$ cat config.mk
export PLATFORM = sky130hd
export DESIGN_NAME = tq_row_scan
export DESIGN_NICKNAME = d
export VERILOG_FILES = /design/src/rtl/tq_row_scan_pkg.sv /design/src/rtl/tq_row_scan.sv
export SDC_FILE = /design/constraint.sdc
export NUM_CORES = 1
export LEC_CHECK = 0
export BUFFER_PORTS_ARGS = -buffer_cell sky130_fd_sc_hd__buf_2
export CAP_MARGIN = 10
export CORE_ASPECT_RATIO = 0.7
export CORE_MARGIN = 10
export CORE_UTILIZATION = 54
export DETAILED_ROUTE_END_ITERATION = 16
export PLACE_DENSITY = 0.88
export RECOVER_POWER = 25
export SLEW_MARGIN = 20
export SYNTH_ARGS = -nofsm -noshare
export SYNTH_HDL_FRONTEND = slang
export SYNTH_SLANG_ARGS = --single-unit
$ cat constraint.sdc
create_clock -name clk -period 3.36 [get_ports clk]
set_input_delay 0.168 -clock clk [delete_from_list [all_inputs] [get_ports clk]]
set_output_delay 0.168 -clock clk [all_outputs]
set_load 0.1 [all_outputs]
$ cat src/rtl/tq_row_scan_pkg.sv
// tq_row_scan_pkg: shared definitions for the tq row scanner.
//   COEF_W          default coefficient width (matches the mux data width)
//   SIZE_4..SIZE_32 encodings of the 2-bit transform size
//   state_t         scanner FSM states
//   size_len_m1()   last column index for a given size encoding
`timescale 1ns/1ps
package tq_row_scan_pkg;

   localparam int COEF_W = 16;

   localparam logic [1:0] SIZE_4  = 2'd0;
   localparam logic [1:0] SIZE_8  = 2'd1;
   localparam logic [1:0] SIZE_16 = 2'd2;
   localparam logic [1:0] SIZE_32 = 2'd3;

   typedef enum logic {
      IDLE = 1'b0,
      SCAN = 1'b1
   } state_t;

   // (4 << size) - 1, written out so the result is exactly 5 bits wide.
   function automatic logic [4:0] size_len_m1(input logic [1:0] size);
      logic [4:0] r;
      case (size)
         SIZE_4:  r = 5'd3;
         SIZE_8:  r = 5'd7;
         SIZE_16: r = 5'd15;
         default: r = 5'd31;
      endcase
      return r;
   endfunction

endpackage

$ cat src/rtl/tq_row_scan.sv
// tq_row_scan: walks one transform row through an external 32:1 coefficient
// mux and streams the coefficients to the quantizer.
//
// Ports:
//   clk, rst_n       clock, asynchronous active-low reset
//   row_valid        upstream has a complete row on the mux inputs
//   row_size         0=4, 1=8, 2=16, 3=32 coefficients
//   row_ready        high only in IDLE; a row is taken when row_valid&&row_ready
//   mux_add          column address to the mux (the scan counter)
//   mux_coef         mux output for mux_add, same cycle
//   o_valid/o_ready  output handshake
//   o_coef, o_idx    coefficient and its column index
//   o_last           final coefficient of the row
//   o_nz_cnt         non-zero count of the row, non-zero only on o_last beats
//   dbg_state        current FSM state
//
// Handshake: a beat transfers on a rising edge where o_valid && o_ready are
// both high. While o_valid=1 and o_ready=0 every o_* output holds. o_valid
// never drops without a transfer.
`timescale 1ns/1ps
module tq_row_scan #(
   parameter int COEF_W = tq_row_scan_pkg::COEF_W
) (
   input  logic                         clk,
   input  logic                         rst_n,
   input  logic                         row_valid,
   input  logic [1:0]                   row_size,
   output logic                         row_ready,
   output logic [4:0]                   mux_add,
   input  logic signed [COEF_W-1:0]     mux_coef,
   output logic                         o_valid,
   input  logic                         o_ready,
   output logic signed [COEF_W-1:0]     o_coef,
   output logic [4:0]                   o_idx,
   output logic                         o_last,
   output logic [5:0]                   o_nz_cnt,
   output tq_row_scan_pkg::state_t      dbg_state
);
   import tq_row_scan_pkg::*;

   state_t     state;
   logic [4:0] cnt;
   logic [4:0] len_m1;
   logic [5:0] nz_acc;

   logic       load;
   logic       is_last;
   logic [5:0] nz_next;

   // The output register may take a new coefficient when it is empty or its
   // current beat is leaving this cycle.
   assign load    = (state == SCAN) && (!o_valid || o_ready);
   assign is_last = (cnt == len_m1);
   assign nz_next = nz_acc + {5'd0, (mux_coef != '0)};

   assign mux_add   = cnt;
   assign row_ready = (state == IDLE);
   assign dbg_state = state;

   always_ff @(posedge clk or negedge rst_n) begin
      if (!rst_n) begin
         state    <= IDLE;
         cnt      <= 5'd0;
         len_m1   <= 5'd0;
         nz_acc   <= 6'd0;
         o_valid  <= 1'b0;
         o_coef   <= '0;
         o_idx    <= 5'd0;
         o_last   <= 1'b0;
         o_nz_cnt <= 6'd0;
      end else begin
         case (state)
            IDLE: begin
               // A stalled last beat of the previous row may still sit in the
               // output register; it drains below while the new row waits.
               if (row_valid) begin
                  len_m1 <= size_len_m1(row_size);
                  cnt    <= 5'd0;
                  nz_acc <= 6'd0;
                  state  <= SCAN;
               end
            end
            SCAN: begin
               if (load) begin
                  nz_acc <= nz_next;
                  if (is_last) begin
                     cnt   <= 5'd0;
                     state <= IDLE;
                  end else begin
                     cnt <= cnt + 5'd1;
                  end
               end
            end
            default: state <= IDLE;
         endcase

         if (load) begin
            o_coef   <= mux_coef;
            o_idx    <= cnt;
            o_last   <= is_last;
            o_nz_cnt <= is_last ? nz_next : 6'd0;
            o_valid  <= 1'b1;
         end else if (o_valid && o_ready) begin
            o_valid <= 1'b0;
         end
      end
   end

endmodule

==> results of run 1 <==
-- layer usage --
metal / global-route usage / up-vias
li1: - / 752
met1: 0.1588 / 748
met2: 0.2345 / 51
met3: 0.04589 / 7
met4: 0.05026 / 0
met5: 0 / -
-- sequential cells by signal (all words and copies together) (netlist names) --
signal,count
o_coef,16
mux_add,5
nz_acc,6
len_m1,4
o_idx,5
o_last,1
o_nz_cnt,6
dbg_state,1
o_valid,1
-- synthesized netlist by cell type (all sizes together) (2+ instances only) --
master / count
dfrtp: 45
a22o: 3
xor2: 9
ha: 3
nand3: 11
nand2: 74
nand4: 2
nand2b: 2
o31ai: 2
clkbuf: 6
nor4: 5
inv: 2
mux2: 6
a21o: 2
nor2: 6
o21ai: 5
-- worst paths after layout --
check                      cells past startpoint  slack [ns]         from     endpoint
max reg2reg                                    4        1.16   mux_add[1]   mux_add[0]
min                                            3        0.08  mux_coef[9]    o_coef[9]
max in group asynchronous                      1        1.52        rst_n     o_idx[4]
min in group asynchronous                      1        0.55        rst_n   o_coef[11]
min reg2reg                                    2        0.47  o_nz_cnt[0]  o_nz_cnt[0]
max                                            4        1.16   mux_add[1]   mux_add[0]
-- area by class of cell --
class / instances / area share
Multi-Input combinational cell: 138 / 0.3266
Tap cell: 50 / 0.02677
Inverter: 2 / 0.003212
Timing Repair Buffer: 58 / 0.1247
Sequential cell: 45 / 0.4818
Clock buffer: 7 / 0.03694
-- kinds of logic (layout without fill, tap and decap cells) --
| kind of cell | Yosys count | in the layout |
|---|---|---|
| AO/OA/AOI/OAI | 16 | 16 |
| adder cells (fa/ha/maj) | 3 | 3 |
| AND/OR/NAND/NOR | 103 | 103 |
| flip-flops | 45 | 45 |
| multiplexers | 7 | 7 |
| XOR/XNOR | 9 | 9 |
| buffers and inverters | 9 | 67 |
-- worst max-delay path: cells and delay by family, from the launching register on --
kind / cells / cell delay (ns)
flip-flops: 1 / 0.46
AND/OR/NAND/NOR: 2 / 0.57
AO/OA/AOI/OAI: 1 / 0.76
multiplexers: 1 / 0.30
-- through the flow --
| stage | cells | utilization | worst slack (ns) | hold slack [ns] |
|---|---|---|---|---|
| final | 300 | 0.6695 | 1.163 | 0.07822 |
| after global routing | 300 | 0.6695 | 1.058 | 0.09230 |
| after CTS | 300 | 0.6699 | 1.175 | 0.05117 |
| after detailed placement | 293 | 0.6452 | 1.190 | 0.3724 |
| after global placement | 293 | 0.6452 | 1.281 | 0.3659 |
| after floorplan | 192 | - | 0.7967 | -0.1276 |
==> reports/qor.txt, run 1 <==
Worst Path Class, Setup -> reg -> reg
Final Max Slew Viols -> 46
XOR/XNOR Fraction of Synth Area -> 0.04083
Max Cap Viol -> 1
Overflow after GRT -> 0
top-area cell type share of the netlist area -> 0.5833
Post-CTS Setup Repair Bufs -> 0
DR top layer -> met4
CP endpoint kind -> flop
leading area contributor after synthesis -> dfrtp_1
Simple-Gate Fraction of Synth Area -> 0.2268
via/cell ratio -> 5.193
most frequent cells in the layout -> 74 x nand2_1, 56 x buf_2, 45 x dfrtp_1
Post-synth EDFFs -> 0
Synth Flop Type -> dfrtp_1
Clock Latency Late Sink -> 0.29 ns
DRC Markers -> 0
antenna cells -> 0
Routability Congestion -> 0.8025
headroom to the max-slew limit -> -0.5131
post-layout instance area -> 2337 sq um
drt wl/cell -> 14.45 microns
I/O pins -> 58
HPWL after DPL -> 3274 microns
Period Utilization, post-route -> 0.6538
first-pass GRT wire length -> 7493 microns
Final min period -> 2.197 ns
Worst Path Required -> 3.54 ns
Final #Nets -> 275
gr usage total -> 0.1383
hold-fix buffer count after cts -> 0
die area -> 6405 sq um
mux share of post-synthesis cell area -> 0.04018
M1 WL -> 1790 microns
Synth Instances -> 192
Via Count -> 1558
net count after synthesis -> 217
Core Region -> 3491 sq um
endpoints failing hold -> 0
post-synthesis cell area -> 1931 sq um
chip width -> 91.47 microns
Arrival @ worst endpoint -> 2.38 ns
Post-Synth Adder-Cell Area -> 0.01944
Post-DP Area -> 2252 sq um
final WL -> 4334 microns
H-tree depth -> 2
Rows -> 18
final setup vio count -> 0
Filler Cells Inserted -> 274
Die Ht -> 70.03 microns
total negative slack -> 0 ns
post-route ant nets -> 0
FMAX -> 455.2 MHz
status -> finished with violations
CTS clock-pin slew for the worst setup and hold paths -> 0.08 ns
CTS tree -> built
IO buf count -> 57
post-synthesis cell type count -> 27
largest net degree at the start of global routing -> 46
area of the multi-input gates -> 763.2 sq um
YS warnings -> 0
failing checks -> capacitance limit, slew limit
area delta synth->final -> 21.06%
Hold WC Path Type -> in -> reg
Setup Skew -> 0.006770 ns
met3 WL -> 360 microns
vias in the first global route -> 1585
most common cell after layout, fill and taps aside -> nand2_1
drt initial violations -> 107
clock tree buffer depth -> 2
setup repair after global routing missed its margin -> no
critical path fanouts, max -> 12
CP max-delay cell -> a2111oi_4
Synth Area in Compound Gates -> 0.06805
Yosys reg bits -> 45
top cells by area in the synthesized netlist -> dfrtp_1 58%, nand2_1 14%, xor2_1 4.1%, mux2_2 3.5%, nand3_1 2.9%
CTS Root Cell -> clkbuf_8
Avg Inst Size Synth -> 10.06 sq um
CP Cell Sequence -> or3_4 > a2111oi_4 > nor2_1 > mux2_2
crit start category -> flop
post_cts resized -> 0
fraction of layout cells with a size suffix above 1 -> 0.2920
Starting Density -> 0.5530
largest family of logic cells by synthesized area -> simple AND/OR/NAND/NOR gates
initial antenna violation count -> 0
ys async rst share -> 1.000
CTS sink count -> 45
Sequential Area -> 1126 sq um
sequential fraction of the synthesis area -> 0.5833
Crit path largest cell delay -> 0.76 ns
Initial DRT Pass Iterations -> 4
WL met2 -> 2123 microns
number of CTS-inserted buffers -> 5
Slew @ Worst Pin -> 2.270 ns
Power of run 1 is left out: the tool's default activity adds up to more than one toggle a clock period on the data nets, which glitch-free logic cannot reach.
==> run 2: changes to the inputs <==
--- a/config.mk
+++ b/config.mk
@@ -9,9 +9,9 @@
 export CAP_MARGIN = 10
 export CORE_ASPECT_RATIO = 0.7
 export CORE_MARGIN = 10
-export CORE_UTILIZATION = 54
+export CORE_UTILIZATION = 45
 export DETAILED_ROUTE_END_ITERATION = 16
-export PLACE_DENSITY = 0.88
+export PLACE_DENSITY = 0.79
 export RECOVER_POWER = 25
 export SLEW_MARGIN = 20
 export SYNTH_ARGS = -nofsm -noshare
==> constraint.sdc (replaced) <==
create_clock -name clk -period 1.98 [get_ports clk]
set_input_delay 0.099 -clock clk [delete_from_list [all_inputs] [get_ports clk]]
set_output_delay 0.099 -clock clk [all_outputs]
set_load 0.1 [all_outputs]
==> reports/qor.txt, run 2 (synthesis gave the netlist of run 1 again) <==
Worst Path Class, Setup -> reg -> reg (unchanged)
GR Layer Usage met2 -> 0.2067 (was 0.2345)
antenna cells -> 0 (unchanged)
Final Max Slew Viols -> 0 (was 46)
Via Count -> 1541 (was 1558)
met3 usage -> 0.04205 (was 0.04589)
crit start category -> flop (unchanged)
Core Region -> 4018 sq um (was 3491 sq um)
Rows -> 19 (was 18)
post-layout utilization of the core -> 0.6085 (was 0.6695)
FMAX -> 541.8 MHz (was 455.2 MHz)
Initial DRT Pass Iterations -> 4 (unchanged)
status -> completed (was finished with violations)
Overflow after GRT -> 0 (unchanged)
CTS sink count -> 45 (unchanged)
Hold WC Path Type -> in -> reg (unchanged)
Slew @ Worst Pin -> 1.350 ns (was 2.270 ns)
CTS tree -> built (unchanged)
drt wl/cell -> 15.39 microns (was 14.45 microns)
final setup vio count -> 0 (unchanged)
CP endpoint kind -> flop (unchanged)
initial antenna violation count -> 0 (unchanged)
critical path fanouts, max -> 6 (was 12)
Arrival @ worst endpoint -> 2.02 ns (was 2.38 ns)
largest net degree at the start of global routing -> 28 (was 46)
Period Utilization, post-route -> 0.9322 (was 0.6538)
Routability Congestion -> 0.7431 (was 0.8025)
most common cell after layout, fill and taps aside -> nand2_1 (unchanged)
Final min period -> 1.846 ns (was 2.197 ns)
vias in the first global route -> 1609 (was 1585)
Starting Density -> 0.4805 (was 0.5530)
worst hold margin -> 0.01668 ns (was 0.07822 ns)
Sequential Area -> 1141 sq um (was 1126 sq um)
area of the multi-input gates -> 769.5 sq um (was 763.2 sq um)
Die Ht -> 74.80 microns (was 70.03 microns)
fraction of layout cells with a size suffix above 1 -> 0.3538 (was 0.2920)
CTS Root Cell -> clkbuf_8 (unchanged)
headroom to the max-slew limit -> 0.09985 (was -0.5131)
Setup Skew -> 0.006589 ns (was 0.006770 ns)
IO buf count -> 57 (unchanged)
Clock Latency Late Sink -> 0.29 ns (about the same)
total negative slack -> 0 ns (unchanged)
number of CTS-inserted buffers -> 5 (unchanged)
Worst Path Required -> 2.16 ns (was 3.54 ns)
I/O pins -> 58 (unchanged)
final WL -> 4803 microns (was 4334 microns)
endpoints failing hold -> 0 (unchanged)
CTS clock-pin slew for the worst setup and hold paths -> 0.08 ns (about the same)
DRC Markers -> 0 (unchanged)
Post-CTS Setup Repair Bufs -> 0 (unchanged)
busiest grt layer -> met2 (unchanged)
first-pass GRT wire length -> 7941 microns (was 7493 microns)
Most flops, register -> o_coef (unchanged)
post-route ant nets -> 0 (unchanged)
Filler Cells Inserted -> 345 (was 274)
clock tree buffer depth -> 2 (unchanged)
drt initial violations -> 83 (was 107)
Largest register FFs -> 16 (unchanged)
top flop regs -> o_coef (16), nz_acc (6), o_nz_cnt (6) (unchanged)
die area -> 7352 sq um (was 6405 sq um)
H-tree depth -> 2 (unchanged)
via/cell ratio -> 4.939 (was 5.193)
setup repair after global routing missed its margin -> no (unchanged)
gr usage total -> 0.1310 (was 0.1383)
Max Cap Viol -> 0 (was 1)
area delta synth->final -> 26.64% (was 21.06%)
chip width -> 98.29 microns (was 91.47 microns)
most frequent cells in the layout -> 73 x nand2_1, 56 x buf_2, 39 x dfrtp_1 (was 74 x nand2_1, 56 x buf_2, 45 x dfrtp_1)
Final #Nets -> 284 (was 275)
HPWL after DPL -> 3700 microns (was 3274 microns)
met1 Track Usage GR -> 0.1688 (was 0.1588)
## run 2: changes by cell type in the layout (fill, tap and decap cells not counted), sizes merged
| cell | before | now |
|---|---|---|
| clkinvlp | 0 | 1 |
| clkinv | 0 | 1 |
| inv | 2 | 1 |
| dlygate4sd3 | 0 | 1 |
| clkbuf | 8 | 9 |
| buf | 57 | 64 |
## run 2: area by class of cell
type / instances / area share
well taps: 52 / 0.02661
clock inverters: 1 / 0.002047
clock buffers: 7 / 0.03941
flip-flops and latches: 45 / 0.4667
inverters: 2 / 0.003582
multi-input cells: 138 / 0.3147
repair buffers: 67 / 0.1469
## run 2: what timing repair did
item,in CTS,in global routing
endpoints found under the hold margin,23,0
gates resized for setup,0,0
hold buffers,1,0
endpoints found under the setup margin,0,0
## run 2: critical path: stages, from the launching register on
cell and delay (ns):
dfrtp_4 0.47, or3_4 0.38, a2111oi_4 0.50, nor2_1 0.11
mux2_2 0.28
## run 2: metrics by stage
| stage | instance area (sq um) | setup WS, ns | cells |
|---|---|---|---|
| 2_1_floorplan | 1956 | 0.01128 | 192 |
| 3_3_place_gp | 2340 | 0.1111 | 303 |
| 3_5_place_dp | 2340 | 0.07865 | 303 |
| 4_1_cts | 2451 | 0.1424 | 312 |
| 5_1_grt | 2445 | 0.08511 | 312 |
| 6_report | 2445 | 0.1343 | 312 |
## run 2: metal layers
metal,vias to the layer above,part of all wire
li1,771,-
met1,725,0.47
met2,43,0.45
met3,2,0.065
met4,0,0.0075
met5,-,0
## run 2: worst paths after layout
path	from	end	slack (ns)	cells past startpoint
setup / recovery	mux_add[0]	mux_add[0]	0.13	4
hold / removal	mux_coef[4]	o_coef[4]	0.02	3
setup reg to reg	mux_add[0]	mux_add[0]	0.13	4
hold reg to reg	o_coef[9]	o_coef[9]	0.47	2
max in group asynchronous	rst_n	dbg_state	0.38	2
min in group asynchronous	rst_n	o_idx[4]	0.63	2
Power of run 2 is left out for the same reason.
